==> config.mk <==
export PLATFORM = sky130hd
export DESIGN_NAME = score_display_gen
export DESIGN_NICKNAME = d
export VERILOG_FILES = /design/src/rtl/score_disp_pkg.sv /design/src/rtl/digit_font_rom.sv /design/src/rtl/score_display_gen.sv
export SDC_FILE = /design/constraint.sdc
export NUM_CORES = 1
export LEC_CHECK = 0
export ABC_AREA = 1
export BUFFER_PORTS_ARGS = -buffer_cell sky130_fd_sc_hd__clkbuf_2
export CORE_AREA = 4 4 95 97
export DETAILED_ROUTE_END_ITERATION = 6
export DIE_AREA = 0 0 99 101
export GPL_ROUTABILITY_DRIVEN = 0
export GPL_TIMING_DRIVEN = 0
export PLACE_DENSITY = 0.75
export SYNTH_ARGS = -nofsm -noshare
export SYNTH_HDL_FRONTEND = slang
export SYNTH_HIERARCHICAL = 1
export SYNTH_SLANG_ARGS = --single-unit
==> constraint.sdc <==
create_clock -name VGA_clk -period 3.3 [get_ports VGA_clk]
set_input_delay 0.165 -clock VGA_clk [delete_from_list [all_inputs] [get_ports VGA_clk]]
set_output_delay 0.165 -clock VGA_clk [all_outputs]
set_load 0.02 [all_outputs]
==> src/rtl/score_disp_pkg.sv <==
// Shared types and helpers for the score overlay.
// Glyph geometry, colour type, FSM states and sizing functions.
package score_disp_pkg;

    localparam int GLYPH_W = 5;
    localparam int GLYPH_H = 7;

    typedef logic [2:0] color_t;

    typedef enum logic [1:0] {
        IDLE,
        SHIFT,
        DONE
    } state_t;

    // 10^n, used for the saturation limit
    function automatic int pow10(input int n);
        int r;
        r = 1;
        for (int k = 0; k < n; k++) r = r * 10;
        return r;
    endfunction

    // ceil(w*log10(2)) + 1 BCD nibbles for a w-bit binary value
    function automatic int bcd_nibbles(input int w);
        return (w * 30103 + 99999) / 100000 + 1;
    endfunction

endpackage

==> src/rtl/digit_font_rom.sv <==
// 5x7 digit font, combinational.
// Code 4'hF and out-of-range rows/cols are dark.
module digit_font_rom
    import score_disp_pkg::*;
(
    input  logic [3:0] digit,
    input  logic [2:0] row,
    input  logic [2:0] col,
    output logic       lit
);

    logic [34:0] g;
    logic [5:0]  idx;

    // glyph lookup; row 0 is the top, bit 34 is row 0 column 0
    always_comb begin
        case (digit)
            4'd0: g = 35'b01110_10001_10011_10101_11001_10001_01110;
            4'd1: g = 35'b00100_01100_00100_00100_00100_00100_01110;
            4'd2: g = 35'b01110_10001_00001_00010_00100_01000_11111;
            4'd3: g = 35'b11111_00010_00100_00010_00001_10001_01110;
            4'd4: g = 35'b00010_00110_01010_10010_11111_00010_00010;
            4'd5: g = 35'b11111_10000_11110_00001_00001_10001_01110;
            4'd6: g = 35'b00110_01000_10000_11110_10001_10001_01110;
            4'd7: g = 35'b11111_00001_00010_00100_01000_01000_01000;
            4'd8: g = 35'b01110_10001_10001_01110_10001_10001_01110;
            4'd9: g = 35'b01110_10001_10001_01111_00001_00010_01100;
            default: g = '0;
        endcase
        idx = 6'(34 - (int'(row) * GLYPH_W + int'(col)));
        lit = 1'b0;
        if (int'(row) < GLYPH_H && int'(col) < GLYPH_W) lit = g[idx];
    end

endmodule

==> src/rtl/score_display_gen.sv <==
// N-digit decimal score overlay with sequential BCD conversion
// and frame-synchronous digit update.
module score_display_gen
    import score_disp_pkg::*;
#(
    parameter int   SCORE_W  = 8,
    parameter int   DIGITS   = 3,
    parameter int   X0       = 16,
    parameter int   Y0       = 8,
    parameter int   SCALE_SH = 1,
    parameter logic [2:0] FG_COLOR = 3'b111,
    parameter logic [2:0] BG_COLOR = 3'b000,
    parameter bit   BLANK_LZ = 1'b1
) (
    input  logic               VGA_clk,
    input  logic               rst_n,
    input  logic [SCORE_W-1:0] score,
    input  logic               score_valid,
    output logic               busy,
    output logic               overflow,
    input  logic [9:0]         xCount,
    input  logic [8:0]         yCount,
    output color_t             color,
    output logic               pixel_on
);

    localparam int NB    = bcd_nibbles(SCORE_W);
    localparam int BW    = (NB > DIGITS) ? NB : DIGITS;
    localparam int BB    = 4 * BW;
    localparam int DB    = 4 * DIGITS;
    localparam int CNT_W = $clog2(SCORE_W + 1);
    localparam int CW    = 6 << SCALE_SH;
    localparam int CH    = 7 << SCALE_SH;
    localparam logic [63:0] MAXV = 64'(pow10(DIGITS) - 1);

    state_t             state;
    logic [SCORE_W-1:0] sh;
    logic [BB-1:0]      bcd;
    logic [BB-1:0]      adj;
    logic [CNT_W-1:0]   cnt;
    logic               sat;
    logic [SCORE_W-1:0] pend_val;
    logic               pend_vld;
    logic [DB-1:0]      staged;
    logic               dirty;
    logic [DB-1:0]      shown;

    logic               start;
    logic [SCORE_W-1:0] start_val;
    logic               start_ovf;
    logic               frame;

    assign busy  = (state != IDLE);
    assign frame = (xCount == 10'd0) && (yCount == 9'd0);

    // a new conversion starts from IDLE, or back-to-back out of DONE
    always_comb begin
        start = 1'b0;
        if (state == IDLE && score_valid) start = 1'b1;
        if (state == DONE && (score_valid || pend_vld)) start = 1'b1;
        start_val = score;
        if (state == DONE && !score_valid) start_val = pend_val;
        start_ovf = 64'(start_val) > MAXV;
    end

    // double-dabble correction: +3 on every nibble >= 5
    always_comb begin
        adj = bcd;
        for (int k = 0; k < BW; k++) begin
            if (bcd[4*k +: 4] >= 4'd5) adj[4*k +: 4] = bcd[4*k +: 4] + 4'd3;
        end
    end

    // conversion FSM with one-entry latest-wins pending request
    always_ff @(posedge VGA_clk) begin
        if (!rst_n) begin
            state    <= IDLE;
            sh       <= '0;
            bcd      <= '0;
            cnt      <= '0;
            sat      <= 1'b0;
            overflow <= 1'b0;
            pend_val <= '0;
            pend_vld <= 1'b0;
        end else begin
            unique case (state)
                IDLE: ;
                SHIFT: begin
                    {bcd, sh} <= {adj, sh} << 1;
                    cnt <= cnt + 1'b1;
                    if (cnt == CNT_W'(SCORE_W - 1)) state <= DONE;
                    if (score_valid) begin
                        pend_val <= score;
                        pend_vld <= 1'b1;
                    end
                end
                DONE: begin
                    pend_vld <= 1'b0;
                    state    <= IDLE;
                end
                default: state <= IDLE;
            endcase
            if (start) begin
                state    <= SHIFT;
                sh       <= start_val;
                bcd      <= '0;
                cnt      <= '0;
                sat      <= start_ovf;
                overflow <= start_ovf;
            end
        end
    end

    // staged result and frame-start copy into the displayed digits
    always_ff @(posedge VGA_clk) begin
        if (!rst_n) begin
            staged <= '0;
            dirty  <= 1'b0;
            shown  <= '0;
        end else begin
            if (frame && dirty) begin
                shown <= staged;
                dirty <= 1'b0;
            end
            if (state == DONE) begin
                staged <= sat ? {DIGITS{4'd9}} : bcd[DB-1:0];
                dirty  <= 1'b1;
            end
        end
    end

    logic [DIGITS-1:0][3:0] disp;
    logic                   lead;
    logic [3:0]             d;

    // per-digit codes with leading zeros replaced by the blank code
    always_comb begin
        disp = '0;
        lead = BLANK_LZ;
        d    = '0;
        for (int i = 0; i < DIGITS; i++) begin
            d = shown[4*(DIGITS-1-i) +: 4];
            if (lead && d == 4'd0 && i != DIGITS - 1) begin
                disp[i] = 4'hF;
            end else begin
                disp[i] = d;
                lead    = 1'b0;
            end
        end
    end

    int         dx;
    int         dy;
    logic       hit;
    logic [3:0] cur;
    logic [2:0] frow;
    logic [2:0] fcol;
    logic [3:0] rom_digit;
    logic       lit;

    // map the pixel to a digit cell and font coordinate
    always_comb begin
        dx   = int'(xCount) - X0;
        dy   = int'(yCount) - Y0;
        hit  = 1'b0;
        cur  = 4'hF;
        fcol = '0;
        frow = 3'(dy >>> SCALE_SH);
        for (int i = 0; i < DIGITS; i++) begin
            if (dy >= 0 && dy < CH && dx >= i * CW && dx < (i + 1) * CW) begin
                hit  = 1'b1;
                cur  = disp[i];
                fcol = 3'((dx - i * CW) >>> SCALE_SH);
            end
        end
        rom_digit = hit ? cur : 4'hF;
    end

    digit_font_rom u_rom (
        .digit (rom_digit),
        .row   (frow),
        .col   (fcol),
        .lit   (lit)
    );

    // registered pixel output
    always_ff @(posedge VGA_clk) begin
        if (!rst_n) begin
            color    <= BG_COLOR;
            pixel_on <= 1'b0;
        end else begin
            color    <= lit ? FG_COLOR : BG_COLOR;
            pixel_on <= lit;
        end
    end

endmodule

==> results.cfg <==
[run_status]
status = finished, violations left
violations = setup timing

[timing]
finalWorstSetupSlack_ns = -0.03141
finalSetupViolCount = 1
slew_headroom_pct = 63.32
finClkSkew_ns = 0.006083
layout_min_cycle_time_ns = 3.331
setup_tns_ns = -0.03141
holdWs_ns = 0.08090
fin_crit_sh_pct = 101.0
fmax_mhz = 300.2
rsz0062_at_grt = true
tightest_slew_ns = 0.5502
maxSlewViolCount = 0
hold_violations = 0

[global_routing]
grt-ovfl-total = 0
grt_usage_pct = 20.87
antenna_found_initial = 0
grt_pass1_vias = 4031
grt_max_degree = 11
grt_pass1_wl_mm = 17.44

[worst_setup_path]
path_buf_inv = 7
crit_required_ns = 3.55
crit_top_cell = nand2_1
worstSetupStartpoint = xCount[4]
cp_slowest_stage_delay_ns = 0.49
end_kind = register
path_max_fanout = 6
timing.rr.end = color[1]
crit_slowest_cell = fa_2
cp_data_arrival_time_ns = 3.58
path_delay_family = simple AND/OR/NAND/NOR gates
crit_type = in -> reg
cp-start-kind = primary input
r2r_start = shown[8]
r2r_cells = 21
r2r_slack_ns = 0.21

[clocking]
worstSkewPairLatency_ns = 0.34
clockRootBuffer = clkbuf_8
cts_max_level = 3
clock-sinks = 61
cts_buffers = 9
path_clk_slew_ns = 0.07
cts_tree = yes
clockBufferDepth = 2

[synth]
yosys.area.top_type_share_pct = 27.84
ys_seq_area_share_pct = 27.84
ys_ff_latch = 61
synthTopCellsByArea = dfxtp_1 (28%), nand2_1 (12%), ha_1 (8.6%)
netlist_area_um2 = 4387
synth_cell_types = 44
syn_area_per_cell_um2 = 6.587
syn_nets = 728
synth_top_cell_by_area = dfxtp_1
synth_warnings = 6
syn_inst = 666

[power]
peakVddDrop_mv = 0.2334
p_switching_mw = 0.5010
switching_share_pct = 30.24
p_leak_nw = 2.348
combPwrFrac_pct = 20.1
power.density_nw_per_um2 = 333.0
pwr-share-clk_pct = 33.1
internal_power_mw = 1.156
p_seq_share_pct = 46.8
power.total_mw = 1.657

[final_layout]
drive_gt1_share_pct = 17.48
diodes = 0
layout-area-overhead-vs-synth_pct = 13.41
multi_input_area_um2 = 2755
final_cells = 826
finish.utilization_pct = 61.16
fillerInstances = 800
final-seq-area_um2 = 1221
final_nets = 778

[floorplan]
die_w_um = 99
initial_core_util_pct = 53.93
core_um2 = 8134
io-pin-count = 36
die_h_um = 101
die_area_um2 = 9999
placementRows = 33

[route]
drc = 0
post_drt_wl_per_cell_um = 12.00
viasPerCell = 5.231
num_vias = 4321
drtAntennaViolNets = 0
drtPass1Iterations = 5
wirelength_mm = 9.911
drt_iter0_markers = 175

[hold_path]
hold_path_depth = 3
hold_path.class = in -> reg
hold_path.startpoint = score[4]
holdPathEnd = pend_val[4]

[place]
dpl.cell_count = 804
place_hpwl_mm = 7.561
port_buffers = 33

[job]
maxCapViolCount = 0
[power groups by stage]
stage,sequential (mW),clock (mW),combinational (mW)
after floorplan,0.790,0,0.224
after global placement,0.791,0,0.304
after global routing,0.778,0.595,0.372
final,0.775,0.549,0.332
after detailed placement,0.791,0,0.311
after CTS,0.775,0.567,0.318
[sequential cells by signal, indices dropped and copies added, names as in the netlist]
register	count
bcd	12
cnt	4
color	1
dirty	1
pend_val	8
pend_vld	1
sh	8
shown	12
staged	12
state	2
[routing by layer]
| metal | share of wire [%] | routed length (um) | vias to the layer above | global-route usage, % |
|---|---|---|---|---|
| met1 | 46 | 4533 | 1913 | 26.59 |
| met2 | 47 | 4660 | 129 | 35.85 |
| li1 | - | - | 2261 | - |
| met5 | 0 | 0 | - | 0 |
| met3 | 5.7 | 563 | 18 | 2.768 |
| met4 | 1.5 | 153 | 0 | 7.983 |
[worst register-to-register path, cell delays in order (launching register included)]
cell     delay (ns)
dfxtp_1        0.34
nor4_4         0.36
nand2_1        0.12
nor3_2         0.22
nor2_1         0.07
nand3_1        0.08
nand3_1        0.09
nand2_1        0.23
inv_1          0.13
ha_1           0.29
nand2_1        0.12
inv_1          0.07
nand2_1        0.13
nand3_1        0.12
nand2_1        0.07
nand3_1        0.07
a21oi_1        0.15
nor2_1         0.06
nor2_2         0.11
nor2_1         0.07
nand2_1        0.06
inv_1          0.04
[kinds of logic (layout without fill, tap and decap cells)]
group / after synthesis / in the layout / synth area share [%]
buffers and inverters: 107 / 162 / 10.81
and+or+nand+nor: 328 / 328 / 34.26
other: 1 / 1 / 0.08549
adders and majority gates: 32 / 32 / 9.470
AOI/OAI and AO/OA: 130 / 130 / 16.14
xor gates and xnor gates: 7 / 7 / 1.398
DFF: 61 / 61 / 27.84
[Yosys cell counts (all sizes together)]
cell,count
nand2,154
nor2,89
inv,79
a21oi,61
dfxtp,61
o21ai,57
nand3,56
ha,30
buf,17
nor3,16
clkbuf,9
o211ai,9
nand4,6
xor2,5
nand3b,4
a31oi,2
clkinv,2
fa,2
xnor2,2
and2,1
conb,1
nor4,1
o21bai,1
or2,1
[layout by cell type, fill, tap and decap left out, types with 10 or more instances in the layout]
master	n
nand2_1	140
nor2_1	77
inv_1	69
dfxtp_1	61
a21oi_1	56
o21ai_0	53
nand3_1	51
clkbuf_2	31
ha_1	28
nor3_1	14
clkbuf_1	11
nand2_2	10
buf_4	10
[worst max path at each step]
| stage | depth (start not counted) | end | slack, ns |
|---|---|---|---|
| floorplan | 27 | color[1] | 0.03 |
| global placement | 28 | color[1] | -0.49 |
| detailed placement | 28 | color[1] | -0.54 |
| CTS | 29 | color[1] | 0.01 |
| global route | 29 | color[1] | -0.23 |
| finish | 29 | color[1] | -0.03 |
[timing repair]
item,in CTS,in global routing
setup endpoints to repair,1,1
hold buffers,0,0
pin swaps,6,16
resized for setup,3,22
setup buffers,3,3
[through the flow]
stage	setup slack [ns]	cell area (um2)
6_report	-0.03141	4975
5_1_grt	-0.2319	4975
4_1_cts	0.01080	4900
3_5_place_dp	-0.5406	4706
3_3_place_gp	-0.4916	4706
2_1_floorplan	0.02643	4409
[area by class of cell]
cell class	count	area share, %
sequential	61	24.55
timing repair buffer	39	4.552
clock inverter	5	0.5533
multi-input combinational	498	55.38
clock buffer	11	2.641
inverter	81	6.590
tap	105	2.641
buffer	26	3.094
Power figures use the tool's default switching activity.
